### config.mk
export PLATFORM = sky130hd
export DESIGN_NAME = crc_tx_arbiter_flat
export DESIGN_NICKNAME = d
export VERILOG_FILES = /design/src/rtl/crc_tx_arbiter_if.sv /design/src/rtl/crc_tx_arbiter.sv /design/src/flat_wrapper.sv
export SDC_FILE = /design/constraint.sdc
export NUM_CORES = 1
export LEC_CHECK = 0
export BUFFER_PORTS_ARGS = -buffer_cell sky130_fd_sc_hd__clkbuf_2
export CORE_MARGIN = 1
export CORE_UTILIZATION = 50
export CTS_BUF_LIST = sky130_fd_sc_hd__clkbuf_4 sky130_fd_sc_hd__clkbuf_8
export CTS_CLUSTER_DIAMETER = 40
export DETAILED_ROUTE_END_ITERATION = 16
export PLACE_DENSITY = 0.82
export SETUP_SLACK_MARGIN = 0.2
export SLEW_MARGIN = 20
export SYNTH_ARGS = -nofsm -noshare
export SYNTH_HDL_FRONTEND = slang
export SYNTH_SLANG_ARGS = --single-unit
export TNS_END_PERCENT = 10
### constraint.sdc
create_clock -name clk -period 6.1 [get_ports clk]
set_input_delay 1.22 -clock clk [delete_from_list [all_inputs] [get_ports clk]]
set_output_delay 1.22 -clock clk [all_outputs]
set_load 0.02 [all_outputs]
### src/rtl/crc_tx_arbiter_if.sv
// Request/transmitter bundle for crc_tx_arbiter: two request sources in,
// one CRC transmitter launch port out, plus status.
interface crc_tx_arbiter_if;
  logic         req0_start;
  logic [127:0] req0_data;
  logic [3:0]   req0_len;
  logic [1:0]   req0_dest;
  logic         req1_start;
  logic [127:0] req1_data;
  logic [3:0]   req1_len;
  logic [1:0]   req1_dest;
  logic         tx_busy;
  logic         tx_done;
  logic         tx_start;
  logic [127:0] tx_data;
  logic [3:0]   tx_len;
  logic [1:0]   tx_dest_id;
  logic         grant_id;
  logic [1:0]   pend;
  logic [7:0]   drop_cnt;
  logic         timeout_err;

  modport slave (
    input  req0_start, req0_data, req0_len, req0_dest,
    input  req1_start, req1_data, req1_len, req1_dest,
    input  tx_busy, tx_done,
    output tx_start, tx_data, tx_len, tx_dest_id,
    output grant_id, pend, drop_cnt, timeout_err
  );

  modport master (
    output req0_start, req0_data, req0_len, req0_dest,
    output req1_start, req1_data, req1_len, req1_dest,
    output tx_busy, tx_done,
    input  tx_start, tx_data, tx_len, tx_dest_id,
    input  grant_id, pend, drop_cnt, timeout_err
  );
endinterface

### src/rtl/crc_tx_arbiter.sv
// Round-robin sharing of one CRC packet transmitter between local sends (slot 0)
// and loopback echoes (slot 1); each source has a one-entry holding slot.
module crc_tx_arbiter #(
  parameter logic [15:0] TIMEOUT_CYCLES = 16'd50000
) (
  input logic             clk,
  input logic             rst_n,
  crc_tx_arbiter_if.slave bus
);
  localparam int NUM_SLOTS = 2;

  typedef struct packed {
    logic [127:0] data;
    logic [3:0]   len;
    logic [1:0]   dest;
  } req_t;

  typedef enum logic [1:0] {S_IDLE, S_LAUNCH, S_WAIT} state_t;

  state_t                r_state, w_state_nxt;
  req_t [NUM_SLOTS-1:0]  w_req, r_slot;
  logic [NUM_SLOTS-1:0]  w_start, w_free, w_load, w_drop, r_pend;
  logic                  w_gnt, w_go, w_tmo;
  logic                  r_last_grant, r_grant_id, r_tx_start, r_timeout_err;
  logic [127:0]          r_tx_data;
  logic [3:0]            r_tx_len;
  logic [1:0]            r_tx_dest;
  logic [15:0]           r_cnt;
  logic [7:0]            r_drop_cnt;
  logic [8:0]            w_drop_sum;

  assign w_req[0] = {bus.req0_data, bus.req0_len, bus.req0_dest};
  assign w_req[1] = {bus.req1_data, bus.req1_len, bus.req1_dest};
  assign w_start  = {bus.req1_start, bus.req0_start};

  // A slot launching this cycle may be reloaded in the same cycle.
  for (genvar s = 0; s < NUM_SLOTS; s++) begin : g_slot
    assign w_free[s] = (r_state == S_LAUNCH) && (r_grant_id == 1'(s));
    assign w_load[s] = w_start[s] && (w_req[s].len != 4'd0) && (!r_pend[s] || w_free[s]);
    assign w_drop[s] = w_start[s] && (w_req[s].len != 4'd0) && r_pend[s] && !w_free[s];
  end

  always_ff @(posedge clk or negedge rst_n) begin
    if (!rst_n) begin
      r_pend <= '0;
      r_slot <= '0;
    end else begin
      for (int s = 0; s < NUM_SLOTS; s++) begin
        if (w_load[s]) begin
          r_pend[s] <= 1'b1;
          r_slot[s] <= w_req[s];
        end else if (w_free[s]) begin
          r_pend[s] <= 1'b0;
        end
      end
    end
  end

  assign w_gnt      = (&r_pend) ? ~r_last_grant : r_pend[1];
  assign w_go       = (r_state == S_IDLE) && (w_state_nxt == S_LAUNCH);
  assign w_tmo      = (r_state == S_WAIT) && !bus.tx_done && (r_cnt == TIMEOUT_CYCLES);
  assign w_drop_sum = {1'b0, r_drop_cnt} + 9'(w_drop[0]) + 9'(w_drop[1]);

  always_comb begin
    w_state_nxt = r_state;
    case (r_state)
      S_IDLE:   if (!bus.tx_busy && (|r_pend)) w_state_nxt = S_LAUNCH;
      S_LAUNCH: w_state_nxt = S_WAIT;
      S_WAIT:   if (bus.tx_done || (r_cnt == TIMEOUT_CYCLES)) w_state_nxt = S_IDLE;
      default:  w_state_nxt = S_IDLE;
    endcase
  end

  always_ff @(posedge clk or negedge rst_n) begin
    if (!rst_n) begin
      r_state       <= S_IDLE;
      r_last_grant  <= 1'b1;
      r_grant_id    <= 1'b0;
      r_tx_start    <= 1'b0;
      r_timeout_err <= 1'b0;
      r_tx_data     <= '0;
      r_tx_len      <= '0;
      r_tx_dest     <= '0;
      r_cnt         <= '0;
      r_drop_cnt    <= '0;
    end else begin
      r_state       <= w_state_nxt;
      r_tx_start    <= (r_state == S_LAUNCH);
      r_timeout_err <= w_tmo;
      r_drop_cnt    <= w_drop_sum[8] ? 8'hFF : w_drop_sum[7:0];
      if (w_go) begin
        r_tx_data    <= r_slot[w_gnt].data;
        r_tx_len     <= r_slot[w_gnt].len;
        r_tx_dest    <= r_slot[w_gnt].dest;
        r_grant_id   <= w_gnt;
        r_last_grant <= w_gnt;
      end
      if (r_state == S_LAUNCH)    r_cnt <= '0;
      else if (r_state == S_WAIT) r_cnt <= r_cnt + 16'd1;
    end
  end

  assign bus.tx_start    = r_tx_start;
  assign bus.tx_data     = r_tx_data;
  assign bus.tx_len      = r_tx_len;
  assign bus.tx_dest_id  = r_tx_dest;
  assign bus.grant_id    = r_grant_id;
  assign bus.pend        = r_pend;
  assign bus.drop_cnt    = r_drop_cnt;
  assign bus.timeout_err = r_timeout_err;
endmodule

### src/flat_wrapper.sv
// flat-port wrapper written by rule: the top's interface ports become plain ports
module crc_tx_arbiter_flat 
#(
  parameter logic [15:0] TIMEOUT_CYCLES = 16'd50000
)
  (clk, rst_n, bus_req0_start, bus_req0_data, bus_req0_len, bus_req0_dest, bus_req1_start, bus_req1_data, bus_req1_len, bus_req1_dest, bus_tx_busy, bus_tx_done, bus_tx_start, bus_tx_data, bus_tx_len, bus_tx_dest_id, bus_grant_id, bus_pend, bus_drop_cnt, bus_timeout_err);
  crc_tx_arbiter_if bus_i ();
  input logic clk;
  input logic rst_n;
  input wire logic [$bits(bus_i.req0_start)-1:0] bus_req0_start;
  input wire logic [$bits(bus_i.req0_data)-1:0] bus_req0_data;
  input wire logic [$bits(bus_i.req0_len)-1:0] bus_req0_len;
  input wire logic [$bits(bus_i.req0_dest)-1:0] bus_req0_dest;
  input wire logic [$bits(bus_i.req1_start)-1:0] bus_req1_start;
  input wire logic [$bits(bus_i.req1_data)-1:0] bus_req1_data;
  input wire logic [$bits(bus_i.req1_len)-1:0] bus_req1_len;
  input wire logic [$bits(bus_i.req1_dest)-1:0] bus_req1_dest;
  input wire logic [$bits(bus_i.tx_busy)-1:0] bus_tx_busy;
  input wire logic [$bits(bus_i.tx_done)-1:0] bus_tx_done;
  output wire logic [$bits(bus_i.tx_start)-1:0] bus_tx_start;
  output wire logic [$bits(bus_i.tx_data)-1:0] bus_tx_data;
  output wire logic [$bits(bus_i.tx_len)-1:0] bus_tx_len;
  output wire logic [$bits(bus_i.tx_dest_id)-1:0] bus_tx_dest_id;
  output wire logic [$bits(bus_i.grant_id)-1:0] bus_grant_id;
  output wire logic [$bits(bus_i.pend)-1:0] bus_pend;
  output wire logic [$bits(bus_i.drop_cnt)-1:0] bus_drop_cnt;
  output wire logic [$bits(bus_i.timeout_err)-1:0] bus_timeout_err;
  assign bus_i.req0_start = bus_req0_start;
  assign bus_i.req0_data = bus_req0_data;
  assign bus_i.req0_len = bus_req0_len;
  assign bus_i.req0_dest = bus_req0_dest;
  assign bus_i.req1_start = bus_req1_start;
  assign bus_i.req1_data = bus_req1_data;
  assign bus_i.req1_len = bus_req1_len;
  assign bus_i.req1_dest = bus_req1_dest;
  assign bus_i.tx_busy = bus_tx_busy;
  assign bus_i.tx_done = bus_tx_done;
  assign bus_tx_start = bus_i.tx_start;
  assign bus_tx_data = bus_i.tx_data;
  assign bus_tx_len = bus_i.tx_len;
  assign bus_tx_dest_id = bus_i.tx_dest_id;
  assign bus_grant_id = bus_i.grant_id;
  assign bus_pend = bus_i.pend;
  assign bus_drop_cnt = bus_i.drop_cnt;
  assign bus_timeout_err = bus_i.timeout_err;
  crc_tx_arbiter #(.TIMEOUT_CYCLES(TIMEOUT_CYCLES)) u_core (.clk(clk), .rst_n(rst_n), .bus(bus_i));
endmodule
==> results_dict.tcl, run 1 <==
set metrics [dict create \
    status "finished clean" \
    path_max_fanout 6 \
    clkSinkCount 434 \
    routed.top_layer "met5" \
    drt-met1-wl_um 16500 \
    ir_worst_vdd_mv 0.653 \
    cp-start-kind "input port" \
    clkPwrFrac 0.208 \
    yosysWarningCount 0 \
    finClkSkew_ns 0.0242 \
    ant_nets 0 \
    hold_depth 1 \
    area_growth_pct 23.2 \
    drtIter0Drc 323 \
    synthesis.instances 1149 \
    power_frac_seq 0.379 \
    p_leak_nw 10.6 \
    post_cts_buffers 0 \
    dr_wl_met2_um 19900 \
    worstReg2RegEnd "u_core.r_slot[95]" \
    synth_area_um2 18100 \
    rrSetupSlack_ns 3.00 \
    avgSynthCellArea_um2 15.7 \
    power_density_nw_per_um2 607 \
    yosysTopAreaCellShare 0.599 \
    rr_worst_depth 7 \
    r2r-start "u_core.r_state[1]" \
    setup_viol 0 \
    route.detailed.drc 0 \
    drtPass1Iterations 4 \
    ys.flop_type "dfrtp_1" \
    numCtsBuffers 75 \
    dieArea_um2 37000 \
    cts_tree "yes" \
    hold-path-endpoint "u_core.bus.tx_data[42]" \
    synth.area.top_cells "dfrtp_1 60%, mux2_2 31%, mux2_4 3.3%" \
    finalHoldViolCount 0 \
    die_h_um 192 \
    slew_viol_final 0 \
    cp.arrival_ns 3.60 \
    globalRouteOverflowTotal 0 \
    holdCritStartpoint "u_core.bus.tx_data[42]" \
    power_switching_mw 4.46 \
    place.gp.congestion 0.794 \
    io_pins 421 \
    grt_pass1_wl_um 64700 \
    grt.total_usage 0.225 \
    synth_edf_count 0 \
    grt_max_degree 187 \
    grt_pass1_vias 12300 \
    post_route_cells_drive_above_1_share 0.672 \
    cts_root_buffer "clkbuf_8" \
    postCtsHoldBufs 0 \
    synth_seq_cells 434 \
    min_period_over_period 0.514 \
    cts_max_level 3 \
    most-common-layout-cells "498 x mux2_2, 433 x dfrtp_1, 419 x clkbuf_2" \
    fmax_ghz 0.319 \
    crit_family "compound AO/OA/AOI/OAI gates" \
    routed_via_density 5.22 \
    yosysUniqueCellTypes 33 \
    fp.dieW_um 192 \
    power.share.switching 0.330 \
    final_common_cell "mux2_2" \
    fin_crit_ns 3.14 \
    syn-num-nets 1430 \
    cp_common_cell "and3_1" \
    worstSetupEndpointType "flip-flop" \
    worst_ep_required_time_ns 6.57 \
    rows 69 \
    async_flop_share 1.00 \
    max-cap-violations 0 \
    crit_type "in2reg" \
    p_int_mw 9.06 \
    maxSlewHeadroom 0.287 \
    synth_largest_area_cell "dfrtp_1" \
    dp_hpwl_um 27800 \
    layout.nets 1879 \
    path_buf_inv 1 \
    fin_setup_tns_ns 0 \
    vias 11000 \
    crit_slowest_cell "o41ai_1" \
    wl_met3_um 3780 \
    fillers 2594 \
    cts_buffer_depth 3 \
    seq_area_frac_synth 0.600 \
    hold_path.class "reg2reg" \
    hold_ws_ns 0.500 \
    pwr-share-comb 0.414 \
    slowest_delay_ns 0.84 \
    path_cells "clkbuf_2, o41ai_1, nor2_1, fa_1, and3_1, and3_1, nand4_1, o21ai_0" \
    io_buffers 420 \
    wire_per_inst_um 19.5 \
    multiInputGateArea_um2 6930 \
    cts.reportedPaths.clkPinSlew_ns 0.06 \
    rsz0062_at_grt "false" \
    worst_slew_pin_slew_ns 1.07 \
    coreArea_um2 35600 \
    cts.repair.resized 0 \
    grt_antenna_before_repair 1 \
    seq_area_um2 10900 \
    clock_latency_ns 0.61 \
    start_util 0.509 \
    drt_wl_total_um 41400 \
]
[metrics by stage]
stage | std cells | util | power (mW) | area [µm²] | worst slack, ns
finish | 2117 | 0.627 | 13.5 | 22300 | 2.96
global route | 2116 | 0.627 | 14.3 | 22300 | 2.76
CTS | 2115 | 0.626 | 13.7 | 22300 | 2.90
detailed placement | 1981 | 0.580 | 10.8 | 20600 | 2.39
global placement | 1981 | 0.580 | 10.5 | 20600 | 2.55
floorplan | 1149 | - | 9.24 | 18100 | 2.95
[Yosys cell counts, types with 3 or more instances]
library cell and count:
xnor2_1 4, nand2_1 13, and3_1 5, mux2_2 498, nor2_1 16, buf_6 5, clkbuf_1 11, nand2b_1 3
buf_1 8, ha_1 6, dfrtp_1 433, a21oi_1 7, inv_1 8, nand3_1 9, xor2_1 10, buf_2 38
o21ai_0 9, nand4_1 6, mux2_4 40, nor3_1 3
[state kept, by name (all words and copies together) (netlist names)]
signal and cells:
u_core.bus.timeout_err 1, u_core.bus.pend 2, u_core.bus.tx_start 1, u_core.bus.drop_cnt 8, u_core.r_last_grant 1, u_core.bus.tx_data 128
u_core.bus.tx_len 4, u_core.r_slot 268, u_core.r_cnt 16, u_core.bus.tx_dest_id 2, u_core.bus.grant_id 1, u_core.r_state 2
[cell type report]
cell class,count,share of cell area
multi-input combinational,645,0.311
antenna,1,0.000112
inverter,8,0.00135
sequential,434,0.487
clock buffer,122,0.0658
clock inverter,12,0.00707
tap,461,0.0259
timing repair buffer,434,0.102
[power by group through the flow]
stage	sequential (mW)	combinational, mW	clock [mW]
finish	5.12	5.60	2.81
global route	5.30	6.02	3.00
CTS	5.12	5.67	2.88
detailed placement	5.15	5.64	0
global placement	5.05	5.48	0
floorplan	5.52	3.72	0
[kinds of logic (layout without fill, tap and decap cells)]
family,after synthesis,in the layout,share of synthesized area
xor gates and xnor gates,14,14,0.00678
other,0,1,0
AOI/OAI and AO/OA,22,22,0.00733
buffers and inverters,70,576,0.0192
muxes,538,538,0.343
and+or+nand+nor,64,64,0.0181
adders and majority gates,7,7,0.00525
DFF,434,434,0.600
[layer usage]
metal	GRT usage	vias to the layer above
met5	0	-
met4	0.0963	2
met3	0.0895	78
met2	0.368	364
met1	0.262	5586
li1	-	5016
[how the worst max path moves through the flow]
| stage | startpoint | endpoint | slack (ns) | cells after the start |
|---|---|---|---|---|
| finish | bus_req1_len[1] | u_core.bus.drop_cnt[2] | 2.96 | 8 |
| floorplan | bus_req1_len[1] | u_core.bus.drop_cnt[2] | 2.95 | 8 |
| detailed placement | bus_req1_len[1] | u_core.bus.drop_cnt[2] | 2.39 | 8 |
| global placement | bus_req1_len[1] | u_core.bus.drop_cnt[4] | 2.55 | 8 |
| global route | u_core.r_state[1] | u_core.r_slot[95] | 2.76 | 7 |
| CTS | u_core.r_state[1] | u_core.r_slot[95] | 2.90 | 7 |
Note: power is estimated with default switching activity, not from simulation.
==> run 2, diff against run 1 <==
- PLACE_DENSITY: 0.82 -> 0.85
- clock period: 6.1 -> 2.52 ns (I/O delays scaled with it)
==> run 2 against run 1 <==
Design area increased by 2.0%; highest routed layer is now met4; power rose by 150%; hold slack got worse by 0.39 ns.
==> results_dict.tcl, run 2 (synthesized netlist as in run 1, its figures left out) <==
set metrics [dict create \
    status "finished clean" \
    drtPass1Iterations 4 \
    clock_latency_ns 0.62 \
    crit_type "reg2reg" \
    worst_slew_pin_slew_ns 0.560 \
    coreArea_um2 35600 \
    path_buf_inv 2 \
    drtIter0Drc 317 \
    power_density_nw_per_um2 1470 \
    cp.arrival_ns 2.74 \
    dieArea_um2 37000 \
    hold_path.class "in2reg" \
    slowest_delay_ns 0.40 \
    clkSinkCount 434 \
    fin_crit_ns 2.26 \
    cts_root_buffer "clkbuf_8" \
    num_antenna_cells 0 \
    path_max_fanout 69 \
    worstSetupEndpointType "flip-flop" \
    rows 69 \
    fmax_ghz 0.442 \
    p_leak_nw 10.8 \
    cp-start-kind "flip-flop" \
    grt_pass1_wl_um 65200 \
    crit_slowest_cell "dfrtp_1" \
    io_pins 421 \
    rsz0062_at_grt "true" \
    dp_slack_ns 0.0483 \
    largest_register_ffs 268 \
    ant_nets 0 \
    finClkSkew_ns 0.0270 \
    route.detailed.drc 0 \
    place.gp.congestion 0.791 \
    grt.total_usage 0.227 \
    most-common-layout-cells "498 x mux2_2, 432 x dfrtp_1, 419 x clkbuf_2" \
    area_growth_pct 25.7 \
    numCtsBuffers 75 \
    grt_antenna_before_repair 0 \
    max-cap-violations 0 \
    routed_via_density 5.29 \
    final_common_cell "mux2_2" \
    globalRouteOverflowTotal 0 \
    grt_max_degree 73 \
    path_cells "inv_1, ha_1, and4bb_1, nand4_1, a22oi_2, nand3_4, buf_12, mux2_4" \
    start_util 0.509 \
    io_buffers 420 \
    ir_worst_vdd_mv 1.00 \
    dp_hpwl_um 28700 \
    cts_tree "yes" \
    layout.nets 1901 \
    worst_ep_required_time_ns 3.00 \
    grt_pass1_vias 12400 \
    min_period_over_period 0.898 \
    finalHoldViolCount 0 \
    die_h_um 192 \
    fin_setup_tns_ns 0 \
    cts_buffer_depth 3 \
    cts_max_level 3 \
    maxSlewHeadroom 0.624 \
    vias 11300 \
    wire_per_inst_um 19.7 \
    post_route_cells_drive_above_1_share 0.680 \
    setup_viol 0 \
    top_register "u_core.r_slot" \
    worst_slack_ns 0.258 \
    cts.reportedPaths.clkPinSlew_ns 0.06 \
    fp.dieW_um 192 \
    drt_wl_total_um 42000 \
    crit_family "simple AND/OR/NAND/NOR gates" \
    slew_viol_final 0 \
]
## run 2: changes by cell type in the layout (fill, tap and decap cells not counted), moves of 2 or more
cell	previous run	this run
buf_12	3	18
buf_4	10	17
bufinv_16	3	5
clkbuf_4	34	21
clkbuf_8	88	96
clkinvlp_4	4	2
inv_6	0	2
o21ai_0	9	6
o21ai_1	0	2
o41ai_1	2	0
## run 2: path summary, 6_finish.rpt
kind | slack, ns | startpoint | depth (start not counted) | endpoint
max in group asynchronous | 1.23 | rst_n | 3 | u_core.r_last_grant
min in group asynchronous | 0.46 | rst_n | 2 | u_core.bus.tx_data[78]
hold reg to reg | 0.50 | u_core.r_slot[103] | 1 | u_core.r_slot[103]
setup reg to reg | 0.26 | u_core.r_cnt[0] | 8 | u_core.bus.tx_data[70]
setup / recovery | 0.26 | u_core.r_cnt[0] | 8 | u_core.bus.tx_data[70]
hold / removal | 0.11 | bus_req1_data[50] | 2 | u_core.r_slot[190]
## run 2: layout make-up
class | instances | area, µm²
Clock inverter | 14 | 214
Timing Repair Buffer | 456 | 2610
Multi-Input combinational cell | 645 | 6980
Fill cell | 2492 | 12800
Inverter | 8 | 30.0
Sequential cell | 434 | 10900
Clock buffer | 117 | 1480
Tap cell | 461 | 577
## run 2: through the flow
step	power, mW	hold slack, ns	instances	area [µm²]	util
final	33.5	0.114	2135	22700	0.640
after detailed placement	26.5	0.491	2001	21000	0.591
after global placement	25.7	0.483	2001	21000	0.591
after global routing	35.3	0.0683	2135	22700	0.640
after floorplan	22.4	0.208	1149	18100	-
after CTS	33.8	0.0616	2134	22700	0.639
## run 2: repair_timing
item,in CTS,in global routing
endpoints found under the setup margin,42,111
setup buffers,1,1
gates resized for setup,5,4
pin swaps,2,3
endpoints found under the hold margin,51,0
hold buffers,1,0
## run 2: metal layers
metal	up-vias	global-route usage	part of all wire
li1	5047	-	-
met1	5774	0.257	0.38
met2	393	0.384	0.50
met3	71	0.0974	0.094
met4	0	0.0769	0.022
met5	-	0	0
## run 2: power by group
| part | total [mW] | internal, mW | switching [mW] |
|---|---|---|---|
| logic | 13.9 | 7.67 | 6.25 |
| registers | 12.5 | 10.5 | 1.97 |
| clock network | 7.07 | 4.25 | 2.82 |
==> run 3, diff against run 2 <==
- ABC_AREA: not set -> 1
- PLACE_DENSITY: 0.85 -> 0.84
==> run 3 against run 2 <==
Sequential cell count unchanged; setup slack improved by 0.062 ns; clock power fell by 2%; design area rose by 3.6%; power shrank 7.3%; global-route usage rose by 4.8 points; first-iteration DRC count grew to 4.0 times the previous value.
==> results_dict.tcl, run 3 <==
set metrics [dict create \
    finalHoldViolCount 0 \
    grt_pass1_vias 17300 \
    hold_path.class "in2reg" \
    synth_area_um2 19100 \
    hold-path-endpoint "u_core.bus.timeout_err" \
    worstSetupEndpointType "flip-flop" \
    most-common-layout-cells "892 x nand2_1, 433 x dfrtp_1, 419 x clkbuf_2" \
    clock_latency_ns 0.62 \
    status "finished clean" \
    wire_per_inst_um 16.0 \
    r2r-start "u_core.r_state[1]" \
    cts_max_level 3 \
    layout.nets 3031 \
    yosysTopAreaCellShare 0.567 \
    ys.flop_type "dfrtp_1" \
    cp.arrival_ns 2.67 \
    dp_hpwl_um 35400 \
    async_flop_share 1.00 \
    synth_compound_area_frac 0.0855 \
    slew_viol_final 0 \
    min_period_over_period 0.873 \
    power_density_nw_per_um2 1320 \
    placed_cells 3183 \
    fillers 3158 \
    ant_nets 0 \
    fin_area_um2 23600 \
    largest_register_ffs 268 \
    rsz0062_at_grt "false" \
    coreArea_um2 37700 \
    fmax_ghz 0.455 \
    avgSynthCellArea_um2 8.12 \
    rrSetupSlack_ns 0.32 \
    seq_area_frac_synth 0.569 \
    worst_ep_required_time_ns 2.99 \
    cts.reportedPaths.clkPinSlew_ns 0.07 \
    fp.dieW_um 197 \
    fin_util 0.626 \
    stdcell_count 3322 \
    die_h_um 197 \
    globalRouteOverflowTotal 0 \
    final_common_cell "nand2_1" \
    synth-simple-area-share 0.245 \
    rows 71 \
    place.gp.congestion 0.902 \
    ir_worst_vdd_mv 0.875 \
    synthesis.instances 2353 \
    placed_area_um2 21900 \
    drt_wl_total_um 53300 \
    finClkSkew_ns 0.0324 \
    start_util 0.507 \
    rr_worst_depth 12 \
    worstReg2RegEnd "u_core.bus.drop_cnt[5]" \
    post_route_cells_drive_above_1_share 0.222 \
    io_pins 421 \
    maxSlewHeadroom 0.529 \
    numCtsBuffers 75 \
    top_register "u_core.r_slot" \
    vias 17400 \
    netlist_top_cells_count "895 x nand2_1, 433 x dfrtp_1, 298 x inv_1" \
    cts_tree "yes" \
    p_leak_nw 13.5 \
    setup_viol 0 \
    hold_depth 2 \
    synth_xor_area_frac 0.000459 \
    syn-num-nets 2634 \
    dieArea_um2 39000 \
    synth.area.top_cells "dfrtp_1 57%, nand2_1 18%, o21ai_0 7.1%" \
    synth_top_family_by_area "simple AND/OR/NAND/NOR gates" \
    grt_max_degree 98 \
    holdCritStartpoint "bus_tx_done" \
    area_growth_pct 23.4 \
    yosysWarningCount 0 \
    cts_buffer_depth 3 \
    cts_root_buffer "clkbuf_8" \
    synthMuxAreaShare 0 \
    synth_fa_ha_area_frac 0.00498 \
    drtPass1Iterations 6 \
    path_max_fanout 5 \
    grt.total_usage 0.275 \
    grt_antenna_before_repair 3 \
    worst_slew_pin_slew_ns 0.707 \
    synth_largest_area_cell "dfrtp_1" \
    cp-start-kind "flip-flop" \
    max-cap-violations 0 \
    drtIter0Drc 1261 \
    crit_type "reg2reg" \
    yosysUniqueCellTypes 26 \
    synth_seq_cells 434 \
    fin_setup_tns_ns 0 \
    route.detailed.drc 0 \
    synth.most_common_cell "nand2_1" \
    grt_pass1_wl_um 85500 \
    io_buffers 420 \
    routed_via_density 5.23 \
    clkSinkCount 434 \
    synth_edf_count 0 \
    fin_crit_ns 2.20 \
]
[run 3: area by class of cell]
type	count	area (µm²)	share of cell area
Clock buffer	110	1400	0.0595
Tap cell	511	639	0.0271
Multi-Input combinational cell	1470	6510	0.276
Inverter	301	1130	0.0480
Clock inverter	25	256	0.0109
Timing Repair Buffer	468	2760	0.117
Sequential cell	434	10900	0.461
Antenna cell	3	7.51	0.000319
[run 3: repair_timing]
action | CTS | global route
hold buffers | 1 | 0
endpoints found under the hold margin | 63 | 0
pin swaps | 0 | 1
setup buffers | 0 | 0
setup endpoints to repair | 8 | 48
gates resized for setup | 1 | 9
[run 3: kinds of logic (layout without fill, tap and decap cells)]
| family | count (synthesis) | in the layout |
|---|---|---|
| simple gates | 1137 | 1137 |
| buf+inv | 449 | 904 |
| flops | 434 | 434 |
| compound gates | 325 | 325 |
| fa+ha+maj | 7 | 7 |
| xor+xnor | 1 | 1 |
| other cells | 0 | 3 |
[run 3: metrics by stage]
step                setup WS, ns  hold slack [ns]  power [mW]
floorplan                  0.546            0.208        19.7
global placement           0.202            0.453        23.3
detailed placement         0.136            0.459        24.0
CTS                        0.228           0.0195        31.1
global route               0.205           0.0417        33.3
finish                     0.320           0.0679        31.0
[run 3: where the power goes]
| group | internal, mW | total, mW | switching (mW) |
|---|---|---|---|
| clock | 4.01 | 6.95 | 2.93 |
| sequential | 10.0 | 11.7 | 1.70 |
| combinational | 3.96 | 12.4 | 8.43 |
[run 3: worst max-delay path by stage]
| stage | to | start | slack (ns) |
|---|---|---|---|
| 6_report | u_core.bus.drop_cnt[5] | u_core.r_state[1] | 0.32 |
| 5_1_grt | u_core.bus.drop_cnt[5] | u_core.r_state[1] | 0.20 |
| 4_1_cts | u_core.bus.drop_cnt[5] | u_core.r_state[1] | 0.23 |
| 3_5_place_dp | u_core.bus.drop_cnt[5] | u_core.r_state[1] | 0.14 |
| 3_3_place_gp | u_core.bus.drop_cnt[4] | u_core.r_state[1] | 0.20 |
| 2_1_floorplan | u_core.bus.drop_cnt[7] | u_core.r_state[1] | 0.55 |
[run 3: critical path, cell delays in order, from the launching register on]
cell,delay [ns]
dfrtp_1,0.41
inv_2,0.12
ha_2,0.23
inv_2,0.09
o21ai_4,0.20
nor2_1,0.08
fa_1,0.40
nand2_2,0.12
inv_1,0.06
nand2_1,0.11
nor3b_2,0.06
nor2_1,0.10
o21ai_0,0.08
[run 3: metal layers]
| layer | vias up | wire length, µm | share of wire | GRT usage |
|---|---|---|---|---|
| met5 | - | 13 | 0.00024 | 0 |
| met4 | 2 | 2830 | 0.053 | 0.173 |
| met3 | 195 | 4480 | 0.084 | 0.0591 |
| met2 | 836 | 24800 | 0.47 | 0.436 |
| met1 | 8157 | 21100 | 0.40 | 0.345 |
| li1 | 8179 | - | - | - |
